### src/rtl/ps_requester_if.sv
// Requester bundle: job enqueue, selector request/grant, transfer beats.
// master = requester side, slave = job source / selector / sink side.
interface ps_requester_if;
  logic [3:0] job_valid;
  logic [3:0] job_ready;
  logic [3:0] req;
  logic       en;
  logic [3:0] gnt;
  logic       req_up;
  logic       xfer_valid;
  logic [1:0] xfer_ch;
  logic [1:0] xfer_beat;
  logic       xfer_last;
  logic       busy;
  logic       err;

  modport master (
    input  job_valid,
    input  gnt,
    input  req_up,
    output job_ready,
    output req,
    output en,
    output xfer_valid,
    output xfer_ch,
    output xfer_beat,
    output xfer_last,
    output busy,
    output err
  );

  modport slave (
    output job_valid,
    output gnt,
    output req_up,
    input  job_ready,
    input  req,
    input  en,
    input  xfer_valid,
    input  xfer_ch,
    input  xfer_beat,
    input  xfer_last,
    input  busy,
    input  err
  );
endinterface

### src/rtl/ps_requester.sv
// Per-channel job counters feeding an external priority selector; runs
// BEATS-beat transfers for granted channels. Ports: clk, rst, bus (master).
module ps_requester #(
  parameter int BEATS = 4,
  parameter int CNT_W = 2
) (
  input  logic           clk,
  input  logic           rst,
  ps_requester_if.master bus
);

  typedef enum logic [1:0] {
    IDLE = 2'd0,
    ARB  = 2'd1,
    XFER = 2'd2
  } state_t;

  localparam logic [CNT_W-1:0] CNT_MAX = '1;
  localparam logic [CNT_W-1:0] CNT_ONE = CNT_W'(1);
  localparam logic [1:0]       LAST    = 2'(BEATS - 1);

  state_t           state_q, state_d;
  logic [CNT_W-1:0] pend_q [4];
  logic [1:0]       beat_q, beat_d;
  logic [1:0]       ch_q, ch_d;
  logic             err_q, err_set;

  logic [3:0] req;
  logic [3:0] full;
  logic [3:0] inc;
  logic [3:0] dec;
  logic [3:0] exp_gnt;
  logic [1:0] exp_idx;

  always_comb begin
    req  = '0;
    full = '0;
    for (int i = 0; i < 4; i++) begin
      req[i]  = (pend_q[i] != '0);
      full[i] = (pend_q[i] == CNT_MAX);
    end
  end

  // The only grant we accept: highest-index requesting channel.
  always_comb begin
    exp_gnt = '0;
    priority case (1'b1)
      req[3]:  exp_gnt = 4'b1000;
      req[2]:  exp_gnt = 4'b0100;
      req[1]:  exp_gnt = 4'b0010;
      req[0]:  exp_gnt = 4'b0001;
      default: exp_gnt = '0;
    endcase
  end

  always_comb begin
    exp_idx = 2'd0;
    unique case (1'b1)
      exp_gnt[3]: exp_idx = 2'd3;
      exp_gnt[2]: exp_idx = 2'd2;
      exp_gnt[1]: exp_idx = 2'd1;
      exp_gnt[0]: exp_idx = 2'd0;
      default:    exp_idx = 2'd0;
    endcase
  end

  always_comb begin
    state_d = state_q;
    beat_d  = beat_q;
    ch_d    = ch_q;
    dec     = '0;
    err_set = 1'b0;
    unique case (state_q)
      IDLE: begin
        if (|req) state_d = ARB;
      end
      ARB: begin
        // A zero grant means the selector has not caught up yet.
        if (bus.gnt != '0) begin
          if (bus.req_up != (|req) || bus.gnt != exp_gnt) begin
            err_set = 1'b1;
            state_d = IDLE;
          end else begin
            dec     = exp_gnt;
            ch_d    = exp_idx;
            beat_d  = 2'd0;
            state_d = XFER;
          end
        end
      end
      XFER: begin
        if (beat_q == LAST) begin
          beat_d  = 2'd0;
          state_d = (|req) ? ARB : IDLE;
        end else begin
          beat_d = beat_q + 2'd1;
        end
      end
      default: state_d = IDLE;
    endcase
  end

  // A full channel frees a slot in its own grant cycle.
  assign bus.job_ready = ~full | dec;
  assign inc           = bus.job_valid & bus.job_ready;

  always_ff @(posedge clk or posedge rst) begin
    if (rst) begin
      state_q <= IDLE;
      beat_q  <= 2'd0;
      ch_q    <= 2'd0;
      err_q   <= 1'b0;
      for (int i = 0; i < 4; i++) pend_q[i] <= '0;
    end else begin
      state_q <= state_d;
      beat_q  <= beat_d;
      ch_q    <= ch_d;
      if (err_set) err_q <= 1'b1;
      for (int i = 0; i < 4; i++) begin
        if (inc[i] && !dec[i])
          pend_q[i] <= pend_q[i] + CNT_ONE;
        else if (dec[i] && !inc[i])
          pend_q[i] <= pend_q[i] - CNT_ONE;
      end
    end
  end

  assign bus.req        = req;
  assign bus.en         = (state_q == ARB);
  assign bus.xfer_valid = (state_q == XFER);
  assign bus.xfer_ch    = ch_q;
  assign bus.xfer_beat  = beat_q;
  assign bus.xfer_last  = (state_q == XFER) && (beat_q == LAST);
  assign bus.busy       = (state_q == ARB) || (state_q == XFER);
  assign bus.err        = err_q;

endmodule

### src/flat_wrapper.sv
// flat-port wrapper written by rule: the top's interface ports become plain ports
module ps_requester_flat 
#(
  parameter int BEATS = 4,
  parameter int CNT_W = 2
)
  (clk, rst, bus_job_valid, bus_gnt, bus_req_up, bus_job_ready, bus_req, bus_en, bus_xfer_valid, bus_xfer_ch, bus_xfer_beat, bus_xfer_last, bus_busy, bus_err);
  ps_requester_if bus_i ();
  input  logic clk;
  input  logic rst;
  input wire logic [$bits(bus_i.job_valid)-1:0] bus_job_valid;
  input wire logic [$bits(bus_i.gnt)-1:0] bus_gnt;
  input wire logic [$bits(bus_i.req_up)-1:0] bus_req_up;
  output wire logic [$bits(bus_i.job_ready)-1:0] bus_job_ready;
  output wire logic [$bits(bus_i.req)-1:0] bus_req;
  output wire logic [$bits(bus_i.en)-1:0] bus_en;
  output wire logic [$bits(bus_i.xfer_valid)-1:0] bus_xfer_valid;
  output wire logic [$bits(bus_i.xfer_ch)-1:0] bus_xfer_ch;
  output wire logic [$bits(bus_i.xfer_beat)-1:0] bus_xfer_beat;
  output wire logic [$bits(bus_i.xfer_last)-1:0] bus_xfer_last;
  output wire logic [$bits(bus_i.busy)-1:0] bus_busy;
  output wire logic [$bits(bus_i.err)-1:0] bus_err;
  assign bus_i.job_valid = bus_job_valid;
  assign bus_i.gnt = bus_gnt;
  assign bus_i.req_up = bus_req_up;
  assign bus_job_ready = bus_i.job_ready;
  assign bus_req = bus_i.req;
  assign bus_en = bus_i.en;
  assign bus_xfer_valid = bus_i.xfer_valid;
  assign bus_xfer_ch = bus_i.xfer_ch;
  assign bus_xfer_beat = bus_i.xfer_beat;
  assign bus_xfer_last = bus_i.xfer_last;
  assign bus_busy = bus_i.busy;
  assign bus_err = bus_i.err;
  ps_requester #(.BEATS(BEATS), .CNT_W(CNT_W)) u_core (.clk(clk), .rst(rst), .bus(bus_i));
endmodule
### config.mk
export PLATFORM = sky130hd
export DESIGN_NAME = ps_requester_flat
export DESIGN_NICKNAME = d
export VERILOG_FILES = /design/src/rtl/ps_requester_if.sv /design/src/rtl/ps_requester.sv /design/src/flat_wrapper.sv
export SDC_FILE = /design/constraint.sdc
export NUM_CORES = 1
export LEC_CHECK = 0
export ABC_AREA = 0
export BUFFER_PORTS_ARGS = -buffer_cell sky130_fd_sc_hd__buf_2
export CORE_MARGIN = 3
export CORE_UTILIZATION = 50
export CTS_BUF_LIST = sky130_fd_sc_hd__clkbuf_2 sky130_fd_sc_hd__clkbuf_4 sky130_fd_sc_hd__clkbuf_8
export DETAILED_ROUTE_END_ITERATION = 8
export GPL_TIMING_DRIVEN = 1
export PLACE_DENSITY = 0.72
export SKIP_CTS_REPAIR_TIMING = 1
export SLEW_MARGIN = 10
export SYNTH_ARGS = -nofsm -noshare
export SYNTH_HDL_FRONTEND = slang
export SYNTH_SLANG_ARGS = --single-unit
### constraint.sdc
create_clock -name clk -period 3.2 [get_ports clk]
set_clock_uncertainty 0.2 [all_clocks]
set_input_delay 0.64 -clock clk [delete_from_list [all_inputs] [get_ports clk]]
set_output_delay 0.64 -clock clk [all_outputs]
set_load 0.02 [all_outputs]
### Word-level counts from Yosys, hierarchy flattened

Cells that the tools add are included.

| word-level totals | value |
|---|---|
| bits in registers | 15 |
| latch bits | 0 |
| bits in writable memories | 0 |
| memory bits (read-only) | 0 |
| logic and storage cells | 97 |
| memories | 0 |

| operators by class | value |
|---|---|
| add/sub/neg operators | 9 |
| $mul | 0 |
| div/mod/pow operators | 0 |
| magnitude comparators | 0 |
| eq/ne operators | 13 |
| shifts and indexed selects | 0 |
| muxes and demuxes | 29 |
| bitwise operators | 4 |
| reduce and logical (&&, ||, !) cells | 34 |

Operator list:

| operator | count |
|---|---|
| 2-bit two-way mux | 15 |
| 4-bit two-way mux | 6 |
| 2-bit nonzero test | 9 |
| 2-bit equality test, second input constant | 6 |
| 2-bit case mux with 3 select lines | 2 |
| 2-bit by 1-bit adder with 2-bit output, second input constant | 5 |
| 1-bit logical AND | 9 |
| 3-bit AND reduction | 3 |
| 1-bit logical NOT | 8 |
| 2-bit by 1-bit subtractor with 2-bit output, second input constant | 4 |
| 2-bit by 1-bit != test with 1-bit output, second input constant | 3 |
| 1-bit two-way mux | 5 |
| 4-bit bitwise AND | 1 |
| 4-bit != test | 1 |
| 4-bit inverter | 1 |
| 4-bit bitwise OR | 1 |
| 2-bit case mux with 2 select lines | 1 |
| 4-bit nonzero test | 1 |
| 4-bit OR reduction | 1 |
| 2-bit by 1-bit equality test with 1-bit output, second input constant | 1 |
| 2-bit logical NOT | 1 |
| 1-bit logical OR | 2 |
| 2-bit != test, second input constant | 1 |
| 1-bit != test | 1 |
| 1-bit inverter | 1 |

### Logic depth before layout (Yosys ltp)

| logic depth | value |
|---|---|
| depth after elaboration | 16 |
| gate-level depth with buffers | 12 |

### Least setup slack after synthesis

No wires, ideal clock.

| path | value |
|---|---|
| kind | register to register |
| from | reg u_core.pend_q[0] (netlist bit) |
| to | reg u_core.pend_q[5] (netlist bit) |
| setup time | 0.079 ns |
| arrival time | 2.537 ns |
| required time | 2.921 ns |
| path slack | 0.384 ns |
| stages on the path, launching flop included | 12 |
| path buffers | 2 |
| path through | dfrtp_1 buf_6 or4_4 o31a_1 a211oi_4 and2_1 buf_6 nand3_1 ha_1 xor2_1 nor2_1 xor2_1 |

| between the ends | value |
|---|---|
| cells in the longest elaborated chain, start to end | 12 |
| elaborated cells on any way between the ends | 17 |

Ends and longest elaborated chain:

| item | RTL line | text |
|---|---|---|
| start, declared | ps_requester.sv:23 | `logic [CNT_W-1:0] pend_q [4];` |
| start signal, assigned by index | ps_requester.sv:121 | `pend_q[i] <= pend_q[i] + CNT_ONE;` |
| start signal, assigned by index | ps_requester.sv:123 | `pend_q[i] <= pend_q[i] - CNT_ONE;` |
| 2-bit nonzero test (*) | ps_requester.sv:39 | `req[i] = (pend_q[i] != '0);` |
| 4-bit two-way mux or 4-bit OR reduction (tied branches) | ps_requester.sv:47, ps_requester.sv:80 |  |
| 4-bit != test or 1-bit != test (tied branches) | ps_requester.sv:80 | `if (bus.req_up != (\|req) \|\| bus.gnt != exp_gnt) begin` |
| 1-bit logical OR | ps_requester.sv:80 |  |
| 4-bit two-way mux (*) | ps_requester.sv:80 |  |
| 4-bit two-way mux (*) | ps_requester.sv:79 | `if (bus.gnt != '0) begin` |
| 4-bit two-way mux (*) | ps_requester.sv:73 | `unique case (state_q)` |
| 4-bit bitwise OR | ps_requester.sv:104 | `assign bus.job_ready = ~full \| dec;` |
| 4-bit bitwise AND | ps_requester.sv:105 | `assign inc = bus.job_valid & bus.job_ready;` |
| 1-bit logical NOT | ps_requester.sv:122 | `else if (dec[i] && !inc[i])` |
| 1-bit logical AND | ps_requester.sv:122 |  |
| 2-bit nonzero test (no source line) | n/a |  |

Mark *: on every way between the ends. The rest lies on a longest branch, timed or not.
A chain may end at the register's enable or synchronous reset.

### Worst setup path after layout

| path | value |
|---|---|
| from | reg u_core.pend_q[3] (netlist bit) |
| to | out bus_job_ready[3] |

| between the ends | value |
|---|---|
| cells in the longest elaborated chain, start to end | 9 |
| elaborated cells on any way between the ends | 11 |

Ends and longest elaborated chain:

| item | RTL line | text |
|---|---|---|
| 2-bit nonzero test (*) | ps_requester.sv:39 |  |
| 4-bit two-way mux (2 in a row) | ps_requester.sv:47 | `priority case (1'b1)` |
| 4-bit != test | ps_requester.sv:80 |  |
| 1-bit logical OR | ps_requester.sv:80 |  |
| 4-bit two-way mux (*) | ps_requester.sv:80 |  |
| 4-bit two-way mux (*) | ps_requester.sv:79 |  |
| 4-bit two-way mux (*) | ps_requester.sv:73 |  |
| 4-bit bitwise OR (*) | ps_requester.sv:104 |  |
| end, declared | flat_wrapper.sv:14 | `output wire logic [$bits(bus_i.job_ready)-1:0] bus_job_ready;` |

Marked as above.

==> results.yml <==
synth:
  synth_nets: 140
  netlist_area_um2: 1105
  ys.warnings.count: 0
  yosysSeqAreaShare: 0.3398
  async_flop_share: 1.000
  syn-instance-count: 120
  syn_avg_cell_area_um2: 9.207
  synth-main-ff-cell: "dfrtp_1"
  synth_edf_count: 0
  synth_cell_types: 38
  ys_ff_latch: 15
drt:
  wl_um: 2378
  vias_per_cell: 5.559
  wl_per_cell_um: 13.44
  drt_iter0_drc: 16
  vias: 984
  ant_nets: 0
  drc: 0
  drt-pass1-iter-count: 4
global_routing:
  first_global_vias: 903
  antenna_found_initial: 0
  overflow: 0
  grt_pass1_wl_um: 3850
  grt_start_max_net_pins: 16
  grt_usage: 0.1852
setup_path:
  r2r_start: "u_core.pend_q[3]$_DFFE_PP0P_"
  cp.arrival_ps: 2300
  endpoint_kind: "output pin"
  rrSetupSlack_ps: 170
  cp_max_fo: 6
  required_ps: 2360
  setup.worst_path.start: "u_core.pend_q[3]$_DFFE_PP0P_"
  setup.worst_path.class: "register to output pin"
  critPathLaunchType: "register"
outcome:
  status: "completed"
hold_path:
  min_path_type: "primary input to async pin"
die:
  die_y_um: 53.01
  dieArea_um2: 2810
  rows: 16
  ioPinCount: 28
  die_w_um: 53.01
  start_util: 0.5464
  fp.coreArea_um2: 2022
timing:
  post-route-period-util: 0.9802
  worstMarginPinSlew_ps: 621.4
  slew_violations: 0
  setup_viol: 0
  tns_ps: 0
  rsz0062_at_grt: "true"
  maxSlewHeadroom: 0.5833
  timing.fmax_ghz: 0.3188
  final_hold_viol_count: 0
  holdWs_ps: 197.7
  min_period_ps: 3137
placed_design:
  dp_hpwl_um: 1825
  placed_area_um2: 1251
  io_buffers: 27
  routabilityCongestion: 0.8039
cts:
  cts.sinks: 15
  cts.clk_slew.worst_paths_ps: 100
  h-tree-depth: 1
  cts_tree: "built"
  root_buffer: "clkbuf_4"
  cts_buffer_depth: 2
  worstSkewPairLatency_ps: 290
  numCtsBuffers: 3
power_and_ir_drop:
  p_leak_nw: 0.6162
  peakVddDrop_v: 0.0006071
  pwr_density_cell_nw_per_um2: 918.2
  p_total_mw: 1.211
final_layout:
  area_growth_pct: 19.37
  drive_gt1_frac: 0.3200
  utilization: 0.6522
  fin_area_um2: 1319
  num_antenna_cells: 0
  finalNetCount: 171
flow_run:
  drv_cap: 0
## per-stage QoR
step	instances	worst slack [ps]
floorplan	120	384.1
global placement	170	280.1
detailed placement	170	187.2
CTS	174	-34.46
global route	177	-40.38
finish	177	63.31
## registers in the layout, summed over array words and instances (netlist names)
register              count
u_core.pend_q             8
u_core.state_q            2
u_core.bus.xfer_ch        2
u_core.bus.err            1
u_core.bus.xfer_beat      2
## layout by cell type (no fill, tap or decap), drive strengths merged, types with 4 or more instances in the layout
master / n
dfrtp: 15
xor2: 9
nor2: 9
a31oi: 4
buf: 32
inv: 12
ha: 9
nand3: 8
xnor2: 4
nand2: 8
## cell families after synthesis
logic type | count (synthesis) | synth area share
flip-flops | 15 | 0.3398
buffers and inverters | 18 | 0.07474
multiplexers | 2 | 0.02378
adder cells (fa/ha/maj) | 9 | 0.1019
AND/OR/NAND/NOR | 41 | 0.1937
XOR/XNOR | 13 | 0.1031
AO/OA/AOI/OAI | 22 | 0.1631
## power breakdown
group | internal (mW) | total, mW | switching, mW | leakage, nW
logic | 0.299 | 0.699 | 0.400 | 0.425
clock network | 0.0465 | 0.114 | 0.0671 | 0.0177
registers | 0.280 | 0.398 | 0.118 | 0.174
## final timing paths
kind,to,depth (start not counted)
setup reg to reg,u_core.pend_q[3]$_DFFE_PP0P_,8
setup / recovery,bus_job_ready[3],6
hold reg to reg,u_core.bus.err$_DFFE_PP0P_,1
max in group asynchronous,u_core.pend_q[0]$_DFFE_PP0P_,2
min in group clk,u_core.bus.err$_DFFE_PP0P_,1
hold / removal,u_core.pend_q[5]$_DFFE_PP0P_,2
## final cells by class
cell class | count | area, µm²
clock inverter | 1 | 5.005
multi-input combinational | 87 | 656.9
timing repair buffer | 32 | 177.7
fill | 187 | 703.2
inverter | 12 | 45.04
clock buffer | 3 | 22.52
tap | 27 | 33.78
sequential | 15 | 377.9
## synthesized netlist by cell type, types with 2 or more instances
cell type,n,share of area
nor2_1,9,0.031
nor2b_1,2,0.011
xor2_1,9,0.071
o32ai_1,2,0.016
buf_6,2,0.020
o21ai_0,2,0.0091
clkbuf_1,4,0.014
nand3_1,8,0.036
nand4_1,2,0.011
or2_2,2,0.011
ha_1,9,0.10
nor4_1,2,0.011
dfrtp_1,15,0.34
and2_1,3,0.017
a31oi_1,4,0.023
nand2_1,8,0.027
inv_1,12,0.041
xnor2_1,4,0.032
a21oi_1,2,0.0091
## routing by layer
layer  routed length (µm)  share of wire  GRT usage
met1                 1154           0.49     0.2404
met2                 1053           0.44     0.2996
met3                  139          0.058    0.02817
met4                   31          0.013    0.08511
met5                    0              0          0
## critical path, stage by stage, from the launching register on
cell      delay, ps
dfrtp_2         450
or4_4           550
o31a_1          330
a211oi_4        280
nand2_1         130
nand3_1         110
buf_2           160
No activity file was read; power rests on OpenSTA's default activity.
